## src/rtl/seq_nr_divider_if.sv

```systemverilog
// Start/busy/done handshake and operand/result bus of the iterative divider.
interface seq_nr_divider_if #(
    parameter int unsigned WIDTH = 8
);
    logic             start;
    logic             signed_mode;
    logic [WIDTH-1:0] dividend;
    logic [WIDTH-1:0] divisor;
    logic             busy;
    logic             done;
    logic [WIDTH-1:0] quotient;
    logic [WIDTH-1:0] remainder;
    logic             div_by_zero;

    modport master (
        output start, signed_mode, dividend, divisor,
        input  busy, done, quotient, remainder, div_by_zero
    );

    modport slave (
        input  start, signed_mode, dividend, divisor,
        output busy, done, quotient, remainder, div_by_zero
    );
endinterface

```

## src/rtl/seq_nr_divider.sv

```systemverilog
// Iterative non-restoring divider: one quotient bit per clock, unsigned or
// two's-complement operands, divide-by-zero short-circuited in one clock.
module seq_nr_divider #(
    parameter int unsigned WIDTH = 8
) (
    input  logic               clk,
    input  logic               rst_n,
    seq_nr_divider_if.slave    bus
);
    localparam int unsigned AW = WIDTH + 1;
    localparam int unsigned CW = $clog2(WIDTH + 1);

    typedef enum logic [1:0] {
        IDLE = 2'd0,
        RUN  = 2'd1,
        FIX  = 2'd2
    } state_t;

    state_t           state;
    logic [AW-1:0]    acc;
    logic [AW-1:0]    divs;
    logic [WIDTH-1:0] quo;
    logic [CW-1:0]    count;
    logic             q_neg;
    logic             r_neg;

    logic             dvd_neg_c;
    logic             dvs_neg_c;
    logic [WIDTH-1:0] dvd_mag_c;
    logic [WIDTH-1:0] dvs_mag_c;
    logic [AW-1:0]    acc_sh_c;
    logic [AW-1:0]    acc_step_c;
    logic [AW-1:0]    acc_fix_c;
    logic [WIDTH-1:0] quo_res_c;
    logic [WIDTH-1:0] rem_res_c;

    // Operand magnitudes, one non-restoring step, and final sign/remainder fix-up
    always_comb begin
        dvd_neg_c  = bus.signed_mode & bus.dividend[WIDTH-1];
        dvs_neg_c  = bus.signed_mode & bus.divisor[WIDTH-1];
        dvd_mag_c  = dvd_neg_c ? (WIDTH'(0) - bus.dividend) : bus.dividend;
        dvs_mag_c  = dvs_neg_c ? (WIDTH'(0) - bus.divisor)  : bus.divisor;
        acc_sh_c   = {acc[WIDTH-1:0], quo[WIDTH-1]};
        acc_step_c = acc[WIDTH] ? (acc_sh_c + divs) : (acc_sh_c - divs);
        acc_fix_c  = acc[WIDTH] ? (acc + divs) : acc;
        quo_res_c  = q_neg ? (WIDTH'(0) - quo) : quo;
        rem_res_c  = r_neg ? (WIDTH'(0) - acc_fix_c[WIDTH-1:0]) : acc_fix_c[WIDTH-1:0];
    end

    // Control FSM and datapath registers; results only move on the done edge
    always_ff @(posedge clk or negedge rst_n) begin
        if (!rst_n) begin
            state           <= IDLE;
            acc             <= '0;
            divs            <= '0;
            quo             <= '0;
            count           <= '0;
            q_neg           <= 1'b0;
            r_neg           <= 1'b0;
            bus.busy        <= 1'b0;
            bus.done        <= 1'b0;
            bus.quotient    <= '0;
            bus.remainder   <= '0;
            bus.div_by_zero <= 1'b0;
        end else begin
            bus.done <= 1'b0;
            case (state)
                IDLE: begin
                    if (bus.start) begin
                        if (bus.divisor == '0) begin
                            bus.quotient    <= '1;
                            bus.remainder   <= bus.dividend;
                            bus.div_by_zero <= 1'b1;
                            bus.done        <= 1'b1;
                        end else begin
                            q_neg    <= dvd_neg_c ^ dvs_neg_c;
                            r_neg    <= dvd_neg_c;
                            acc      <= '0;
                            quo      <= dvd_mag_c;
                            divs     <= {1'b0, dvs_mag_c};
                            count    <= CW'(WIDTH);
                            bus.busy <= 1'b1;
                            state    <= RUN;
                        end
                    end
                end
                RUN: begin
                    acc   <= acc_step_c;
                    quo   <= {quo[WIDTH-2:0], ~acc_step_c[WIDTH]};
                    count <= count - CW'(1);
                    if (count == CW'(1)) begin
                        state <= FIX;
                    end
                end
                FIX: begin
                    acc             <= acc_fix_c;
                    bus.quotient    <= quo_res_c;
                    bus.remainder   <= rem_res_c;
                    bus.div_by_zero <= 1'b0;
                    bus.done        <= 1'b1;
                    bus.busy        <= 1'b0;
                    state           <= IDLE;
                end
                default: begin
                    state <= IDLE;
                end
            endcase
        end
    end
endmodule

```

## src/flat_wrapper.sv

```systemverilog
// flat-port wrapper written by rule: the top's interface ports become plain ports
module seq_nr_divider_flat 
#(
    parameter int unsigned WIDTH = 8
)
  (clk, rst_n, bus_start, bus_signed_mode, bus_dividend, bus_divisor, bus_busy, bus_done, bus_quotient, bus_remainder, bus_div_by_zero);
  seq_nr_divider_if #(.WIDTH(WIDTH)) bus_i ();
  input  logic clk;
  input  logic rst_n;
  input wire logic [$bits(bus_i.start)-1:0] bus_start;
  input wire logic [$bits(bus_i.signed_mode)-1:0] bus_signed_mode;
  input wire logic [$bits(bus_i.dividend)-1:0] bus_dividend;
  input wire logic [$bits(bus_i.divisor)-1:0] bus_divisor;
  output wire logic [$bits(bus_i.busy)-1:0] bus_busy;
  output wire logic [$bits(bus_i.done)-1:0] bus_done;
  output wire logic [$bits(bus_i.quotient)-1:0] bus_quotient;
  output wire logic [$bits(bus_i.remainder)-1:0] bus_remainder;
  output wire logic [$bits(bus_i.div_by_zero)-1:0] bus_div_by_zero;
  assign bus_i.start = bus_start;
  assign bus_i.signed_mode = bus_signed_mode;
  assign bus_i.dividend = bus_dividend;
  assign bus_i.divisor = bus_divisor;
  assign bus_busy = bus_i.busy;
  assign bus_done = bus_i.done;
  assign bus_quotient = bus_i.quotient;
  assign bus_remainder = bus_i.remainder;
  assign bus_div_by_zero = bus_i.div_by_zero;
  seq_nr_divider #(.WIDTH(WIDTH)) u_core (.clk(clk), .rst_n(rst_n), .bus(bus_i));
endmodule
```

## config.mk

```make
export PLATFORM = sky130hd
export DESIGN_NAME = seq_nr_divider_flat
export DESIGN_NICKNAME = d
export VERILOG_FILES = /design/src/rtl/seq_nr_divider_if.sv /design/src/rtl/seq_nr_divider.sv /design/src/flat_wrapper.sv
export SDC_FILE = /design/constraint.sdc
export NUM_CORES = 1
export LEC_CHECK = 0
export CAP_MARGIN = 20
export CORE_UTILIZATION = 60
export DETAILED_ROUTE_END_ITERATION = 10
export DONT_BUFFER_PORTS = 1
export PLACE_DENSITY = 0.76
export SETUP_SLACK_MARGIN = 0.2
export SLEW_MARGIN = 25
export SYNTH_ARGS = -nofsm -noshare
export SYNTH_HDL_FRONTEND = slang
export SYNTH_SLANG_ARGS = --single-unit
export TNS_END_PERCENT = 20
```

## constraint.sdc

```tcl
create_clock -name clk -period 4.3 [get_ports clk]
set_input_delay 0.86 -clock clk [delete_from_list [all_inputs] [get_ports clk]]
set_output_delay 0.86 -clock clk [all_outputs]
set_load 0.05 [all_outputs]
```

==> results of run 1 <==
## sequential cells by signal (all words and copies together) (netlist names), 2 cells and up
name,flops
u_core.acc,9
u_core.count,4
u_core.divs,8
u_core.bus.remainder,8
u_core.bus.quotient,8
u_core.state,2
u_core.quo,8
## cells by family (layout without fill, tap and decap cells)
logic type / count (synthesis) / count (layout) / share of synthesized area [%]
simple gates: 154 / 154 / 18.8
compound gates: 132 / 132 / 21.3
flops: 52 / 52 / 34.5
buf+inv: 41 / 34 / 4.24
xor+xnor: 35 / 35 / 8.12
fa+ha+maj: 29 / 29 / 10.0
mux: 11 / 11 / 3.08
## final timing paths
check                                          end
setup reg to reg                     u_core.quo[0]
hold / removal             u_core.bus.remainder[7]
setup / recovery                     u_core.quo[0]
min in group clk                   u_core.count[1]
max in group asynchronous           u_core.divs[1]
hold reg to reg                    u_core.count[1]
## layer usage
| layer | vias to the layer above | share of wire, % |
|---|---|---|
| met4 | 0 | 1.6 |
| met2 | 130 | 46 |
| met5 | - | 0 |
| li1 | 1581 | - |
| met3 | 18 | 6.9 |
| met1 | 1507 | 46 |
## worst register-to-register path, cell delays in order (launching register included)
cell and delay, ns:
dfrtp_1 0.86, mux2_2 0.45, fa_1 0.43, a21o_1 0.19, a41oi_1 0.21, o21ai_1 0.13
o31ai_1 0.29, xnor2_1 0.20, a211oi_1 0.11, a21o_1 0.17
## cell usage after synthesis, drive strengths merged, types with 5 or more instances
cell type and instances:
or3 8, xor2 20, mux2i 9, a21o 6, clkbuf 15, nor3 6, a21oi 38, ha 27
nand3 12, dfrtp 52, nand2b 5, nand2 61, xnor2 15, nor2 43, o21ai 46, a31oi 8
nor2b 5, inv 23, o31ai 7
## area by class of cell
cell class	instances	area, um^2
fill	526	2080
clock buffer	5	68.8
clock inverter	3	26.3
sequential	52	1300
multi-input combinational	361	2310
timing repair buffer	3	22.5
tap	75	93.8
inverter	23	86.3
## where the power goes
group	leakage, nW	internal [mW]	switching [mW]
clock network	0.0423	0.119	0.182
logic	1.07	0.691	0.967
registers	0.631	0.689	0.530
==> impl_metrics.tcl, run 1 <==
set metrics [dict create \
    slew_headroom_pct 48.6 \
    die_x_um 81.3 \
    synthFlopType "dfrtp_1" \
    place_congestion 0.918 \
    fin_crit_ns 3.13 \
    crit_buf_inv 0 \
    cp_max_fo 24 \
    die_area_um2 6610 \
    stdcell_area_um2 3910 \
    reg2reg_slack_ns 1.17 \
    finalHoldViolCount 0 \
    hold_path.class "primary input to async pin" \
    startpoint "u_core.acc[8]" \
    wire_per_inst_um 16.7 \
    power.total_mw 3.18 \
    cp_cell_sequence "mux2_2, fa_1, a21o_1, a41oi_1, o21ai_1, o31ai_1, xnor2_1, a211oi_1, a21o_1" \
    via_per_inst 6.20 \
    cts_buffer_depth 2 \
    first_pass_iters 5 \
    final_cell_mix "nand2_1, dfrtp_1, nor2_1" \
    die_y_um 81.3 \
    grt_max_degree 53 \
    rows 28 \
    grtUsageMet3_pct 4.72 \
    cts_tree "built" \
    ir_drop_mv 0.570 \
    drv_cap 0 \
    start_util_pct 63.0 \
    fin_nets 495 \
    path_clk_slew_ns 0.10 \
    path_depth 9 \
    cts_setup_buffers 0 \
    stdcell_count 522 \
    clock_latency_ns 0.32 \
    diodes 0 \
    top_usage_layer "met2" \
    grt_pass1_vias 3067 \
    grt_pass1_wl_um 14000 \
    drt_iter0_markers 279 \
    yosys_warnings 0 \
    clock-root-buffer "clkbuf_8" \
    drt_wl_total_um 8730 \
    syn_area_um2 3780 \
    crit_required_ns 4.51 \
    crit_slowest_cell "dfrtp_1" \
    synthArstFlopShare_pct 100 \
    final_common_cell "nand2_1" \
    htreeDepth 2 \
    num_vias 3236 \
    outcome "finished, final reports clean" \
    setup_ws_ns 1.17 \
    synth_top_cell_by_area "dfrtp_1" \
    timing.final.crit_share_pct 72.8 \
    critPathMaxStageDelay_ns 0.86 \
    dpl_worst_slack_ns 1.24 \
    crit_type "register to register" \
    tightest_slew_ns 0.771 \
    endpoint_kind "register" \
    area_delta_synth_final_pct 3.64 \
    drive_above_1_share_pct 4.03 \
    syn-num-nets 503 \
    ios 39 \
    leakage_nw 1.74 \
    drv_slew 0 \
    met2_usage_pct 45.8 \
    grt_util_all_layers_pct 27.8 \
    synth_edf_count 0 \
    cpLargestDelayFamily "compound AO/OA/AOI/OAI gates" \
    worstRegToRegCells 9 \
    ant_nets 0 \
    fin_skew_ns 0.00822 \
    cts_resized 0 \
    synth_cell_types 56 \
    p_per_area_nw_per_um2 812 \
    rsz0062_at_grt "false" \
    portBuffers 0 \
    synthTopCellsByArea "dfrtp_1, ha_1, nand2_1, a21oi_1, o21ai_0" \
    avgSynthCellArea_um2 8.32 \
    cts_hold_buffers 0 \
    synth_cells 454 \
    r2r-start "u_core.acc[8]" \
    detailed_place_hpwl_um 6700 \
    cts_buffers 5 \
    final-setup-viol-count 0 \
    fmax_mhz 320 \
    cts_num_sinks 52 \
    met1_usage_pct 36.9 \
    placed_cell_area_um2 3820 \
    timing.setup.tns_ns 0 \
    ys_seq_elements 52 \
    holdWs_ns 0.229 \
    cp-start-kind "register" \
    drc 0 \
    antenna_found_initial 0 \
    dp.cells 514 \
    core_area_um2 5990 \
    cp_data_arrival_time_ns 3.34 \
    ys_seq_area_share_pct 34.5 \
    crit_top_cell "a21o_1" \
    fin_util_pct 65.3 \
    synth_top_area_share_pct 34.5 \
    grt_overflow 0 \
]
(Power assumes the default switching activity.)
==> inputs of run 2 (changes only) <==
--- a/config.mk
+++ b/config.mk
@@ -5,6 +5,7 @@
 export SDC_FILE = /design/constraint.sdc
 export NUM_CORES = 1
 export LEC_CHECK = 0
+export ABC_AREA = 1
 export CAP_MARGIN = 20
 export CORE_UTILIZATION = 60
 export DETAILED_ROUTE_END_ITERATION = 10
==> constraint.sdc (replaced) <==
create_clock -name clk -period 3.2 [get_ports clk]
set_input_delay 0.64 -clock clk [delete_from_list [all_inputs] [get_ports clk]]
set_output_delay 0.64 -clock clk [all_outputs]
set_load 0.05 [all_outputs]
==> impl_metrics.tcl, run 2 <==
set metrics [dict create \
    drv_slew 0 \
    synthArstFlopShare_pct 100 \
    timing.final.crit_share_pct 82.8 \
    fmax_mhz 378 \
    endpoint_kind "register" \
    ir_drop_mv 0.807 \
    fin_crit_ns 2.65 \
    power.total_mw 4.97 \
    ant_nets 0 \
    cts_buffer_depth 2 \
    die_area_um2 6770 \
    crit_required_ns 3.42 \
    grt_max_degree 53 \
    synthFlopType "dfrtp_1" \
    largest_reg_flops 9 \
    timing.setup.tns_ns 0 \
    avgSynthCellArea_um2 7.19 \
    outcome "finished, final reports clean" \
    final_common_cell "nand2_1" \
    dp.cells 603 \
    synth_top_area_share_pct 33.6 \
    wire_per_inst_um 15.9 \
    num_vias 3631 \
    first_pass_iters 7 \
    clock-root-buffer "clkbuf_8" \
    synth_cell_types 34 \
    hold_path.class "primary input to async pin" \
    grt_pass1_vias 3282 \
    cp-start-kind "register" \
    fin_nets 586 \
    core_area_um2 6060 \
    final-setup-viol-count 0 \
    syn-num-nets 587 \
    rows 28 \
    grt_pass1_wl_um 15300 \
    cts_num_sinks 52 \
    cpLargestDelayFamily "compound AO/OA/AOI/OAI gates" \
    antenna_found_initial 0 \
    via_per_inst 5.92 \
    ys_seq_area_share_pct 33.6 \
    cts_resized 0 \
    drt_wl_total_um 9780 \
    ios 39 \
    p_per_area_nw_per_um2 1230 \
    die_y_um 82.3 \
    place_congestion 0.946 \
    drt_iter0_markers 299 \
    startpoint "u_core.acc[8]" \
    htreeDepth 2 \
    leakage_nw 2.01 \
    synth_top_cell_by_area "dfrtp_1" \
    detailed_place_hpwl_um 7390 \
    cts_buffers 5 \
    cts_hold_buffers 0 \
    synth_cells 538 \
    grt_overflow 0 \
    diodes 0 \
    synthTopCellsByArea "dfrtp_1, nand2_1, ha_1, o21ai_0, inv_1" \
    drive_above_1_share_pct 5.95 \
    grt_util_all_layers_pct 30.3 \
    crit_buf_inv 1 \
    drv_cap 0 \
    cts_setup_buffers 0 \
    critPathMaxStageDelay_ns 0.60 \
    portBuffers 0 \
    cp_cell_sequence "inv_2, o31ai_1, o21ai_0, xor2_1, ha_1, a21oi_1, o21ai_0, a21oi_1, a21oi_1, o21ai_1, nand2_1, nand2_1, nand2_1" \
    start_util_pct 63.8 \
    tightest_slew_ns 0.812 \
    drc 0 \
    top_register "u_core.acc" \
    finalHoldViolCount 0 \
    cp_max_fo 17 \
    r2r-start "u_core.acc[8]" \
    yosys_warnings 0 \
    cp_data_arrival_time_ns 2.86 \
    syn_area_um2 3870 \
    path_clk_slew_ns 0.10 \
    fin_skew_ns 0.00430 \
    clock_latency_ns 0.32 \
    fillers 556 \
    cts_tree "built" \
    slew_headroom_pct 45.7 \
    ys_seq_elements 52 \
    synth_most_common_cell "nand2_1" \
    area_delta_synth_final_pct 4.82 \
    final_cell_mix "nand2_1, inv_1, o21ai_0" \
    crit_slowest_cell "dfrtp_1" \
    rsz0062_at_grt "false" \
    synth_edf_count 0 \
    synth_commonest_cells "nand2_1, inv_1, o21ai_0, dfrtp_1, nand3_1" \
    stdcell_count 613 \
    die_x_um 82.3 \
    crit_type "register to register" \
]
-- run 2: cell types whose count changed after synthesis, sizes merged, moves of 9 or more --
cell,delta
a21oi,-10
inv,+47
mux2i,-9
nand2,+77
nand3,+29
o21ai,+19
xnor2,-9
-- run 2: cells by family after synthesis --
| logic type | synth area share, % |
|---|---|
| compound gates | 17.9 |
| buf+inv | 8.64 |
| flops | 33.6 |
| fa+ha+maj | 9.77 |
| simple gates | 25.3 |
| xor+xnor | 4.76 |
-- run 2: metal layers --
metal | vias up | track usage, % | wire length [um] | part of all wire [%]
met5 | - | 0 | 0 | 0
met4 | 0 | 7.02 | 115 | 1.2
met3 | 12 | 5.93 | 636 | 6.5
met2 | 130 | 47.7 | 4430 | 45
met1 | 1703 | 42.7 | 4590 | 47
li1 | 1786 | - | - | -
-- run 2: per-stage QoR --
step	setup WS [ns]	utilization [%]	cell area [um^2]	hold WS, ns
floorplan	0.927	-	3870	0.344
global placement	0.727	64.6	3910	0.347
detailed placement	0.648	64.6	3910	0.346
CTS	0.595	66.4	4020	0.00261
global route	0.233	66.9	4050	0.158
finish	0.552	66.9	4050	0.138
-- run 2: layout make-up --
cell class,count,area (um^2),area share (%)
clock buffer,6,72.6,1.79
clock inverter,2,38.8,0.957
inverter,70,263,6.48
multi-input combinational,403,2230,55.1
sequential,52,1300,32.1
tap,75,93.8,2.31
timing repair buffer,5,52.6,1.30
-- run 2: worst register-to-register path: stages, from the launching register on --
cell     delay [ns]
dfrtp_1        0.60
inv_2          0.21
o31ai_1        0.18
o21ai_0        0.20
xor2_1         0.19
ha_1           0.36
a21oi_1        0.15
o21ai_0        0.09
a21oi_1        0.17
a21oi_1        0.09
o21ai_1        0.13
nand2_1        0.07
nand2_1        0.07
nand2_1        0.05
-- run 2: where the power goes --
group	internal (mW)	switching [mW]
logic	1.01	1.86
registers	0.947	0.684
clock network	0.237	0.238
-- run 2: worst paths after layout --
check                      slack [ns]              end  cells after the start
min in group clk                 0.47   u_core.divs[7]                      2
setup / recovery                 0.55    u_core.acc[8]                     13
hold / removal                   0.14    u_core.acc[3]                      1
max in group asynchronous        1.85   u_core.divs[2]                      1
hold reg to reg                  0.55  u_core.count[0]                      1
setup reg to reg                 0.55    u_core.acc[8]                     13
==> inputs of run 3 (changes only) <==
--- a/config.mk
+++ b/config.mk
@@ -7,7 +7,7 @@
 export LEC_CHECK = 0
 export ABC_AREA = 1
 export CAP_MARGIN = 20
-export CORE_UTILIZATION = 60
+export CORE_UTILIZATION = 58
 export DETAILED_ROUTE_END_ITERATION = 10
 export DONT_BUFFER_PORTS = 1
 export PLACE_DENSITY = 0.76
==> constraint.sdc (replaced) <==
create_clock -name clk -period 2.4 [get_ports clk]
set_input_delay 0.48 -clock clk [delete_from_list [all_inputs] [get_ports clk]]
set_output_delay 0.48 -clock clk [all_outputs]
set_load 0.05 [all_outputs]
==> impl_metrics.tcl, run 3 (synthesis results as in run 2) <==
set metrics [dict create \
    clock-root-buffer "clkbuf_8" \
    rsz0062_at_grt "true" \
    drt_wl_total_um 10200 \
    detailed_place_hpwl_um 7470 \
    portBuffers 0 \
    outcome "finished with violations" \
    num_vias 3777 \
    htreeDepth 2 \
    fin_nets 610 \
    grt_max_degree 53 \
    crit_required_ns 2.62 \
    violations "hold timing" \
    grt_pass1_vias 3592 \
    place_congestion 0.914 \
    drv_cap 0 \
    finalHoldViolCount 1 \
    final-setup-viol-count 0 \
    top_register "u_core.acc" \
    timing.final.crit_share_pct 93.9 \
    hold_path.class "primary input to async pin" \
    fin_crit_ns 2.25 \
    final_common_cell "nand2_1" \
    clock_latency_ns 0.32 \
    ant_nets 0 \
    ios 39 \
    crit_type "register to register" \
    fin_skew_ns 0.0121 \
    wire_per_inst_um 16.0 \
    core_area_um2 6390 \
    drc 0 \
    cts_buffers 5 \
    fmax_mhz 444 \
    die_x_um 83.7 \
    drive_above_1_share_pct 14.4 \
    drv_slew 0 \
    drt_iter0_markers 226 \
    first_pass_iters 5 \
    holdWs_ns -0.000694 \
    grt_pass1_wl_um 17000 \
    via_per_inst 5.91 \
    antenna_found_initial 0 \
    endpoint_kind "register" \
    diodes 0 \
    area_delta_synth_final_pct 12.4 \
    tightest_slew_ns 0.528 \
    path_clk_slew_ns 0.10 \
    rows 29 \
    cp_max_fo 3 \
    grt_util_all_layers_pct 30.4 \
    die_y_um 83.7 \
    die_area_um2 7000 \
    cp-start-kind "register" \
    cts_num_sinks 52 \
    start_util_pct 60.6 \
    grt_overflow 0 \
    cts_tree "built" \
    timing.setup.tns_ns 0 \
    slew_headroom_pct 64.8 \
    largest_reg_flops 9 \
    final_cell_mix "nand2_1, inv_1, dfrtp_1" \
    cts_buffer_depth 2 \
    cp_data_arrival_time_ns 2.48 \
]
-- run 3: cell types whose count changed in the layout (fill, tap and decap cells not counted), sizes merged --
cell and delta:
dlygate4sd3 -1, clkinv +1, buf +25, inv -1
-- run 3: final timing paths --
path	from	end	slack (ns)	cells after the start
worst max-delay path	u_core.divs[1]	u_core.acc[6]	0.15	14
worst min-delay path	rst_n	u_core.acc[7]	-0.0007	1
worst max register to register	u_core.divs[1]	u_core.acc[6]	0.15	14
worst min register to register	u_core.quo[6]	u_core.quo[6]	0.53	2
max in group asynchronous	rst_n	u_core.divs[0]	2.13	1
min in group clk	bus_start	u_core.bus.done	0.33	2
-- run 3: routing by layer --
layer | global-route usage (%) | wire, um | vias to the layer above
met5 | 0 | 0 | -
met4 | 12.0 | 285 | 0
met3 | 6.03 | 819 | 27
met2 | 47.0 | 4520 | 175
met1 | 42.2 | 4580 | 1751
li1 | - | - | 1824
-- run 3: repair_timing --
item                       CTS  global route
resized for setup           20            16
setup endpoints to repair    9            14
buffers inserted             9             3
hold buffers                 1             0
hold endpoints to repair    52             0
pin swaps                   15             8
-- run 3: area by class of cell --
class                      count  area [um^2]
multi-input combinational    403         2340
inverter                      70          263
clock buffer                   6         72.6
sequential                    52         1300
tap                           77         96.3
fill                         547         2040
timing repair buffer          29          238
clock inverter                 2         35.0
-- run 3: stage by stage --
stage | area, um^2 | instances | utilization, % | hold slack (ns) | setup slack (ns)
after detailed placement | 4020 | 618 | 62.9 | 0.187 | 0.0150
after floorplan | 3870 | 538 | - | 0.184 | 0.196
after global routing | 4350 | 639 | 68.1 | 0.0324 | 0.00750
after CTS | 4280 | 636 | 67.0 | 0.0229 | 0.159
final | 4350 | 639 | 68.1 | -0.000694 | 0.145
after global placement | 4020 | 618 | 62.9 | 0.187 | 0.0891
-- run 3: critical path, cell delays in order, from the launching register on --
cell     delay, ns
dfrtp_1       0.42
inv_2         0.13
ha_4          0.21
nand2_1       0.07
o21ai_2       0.07
fa_2          0.39
nand3_2       0.10
nand3_4       0.09
nand2_2       0.08
nand2_1       0.07
a21oi_2       0.13
xor2_1        0.18
o22ai_1       0.08
nand2_1       0.10
nand2_1       0.05
Power of run 3 is not shown: default switching activity piles up to over one toggle a cycle in this logic, so the estimate is an artifact.
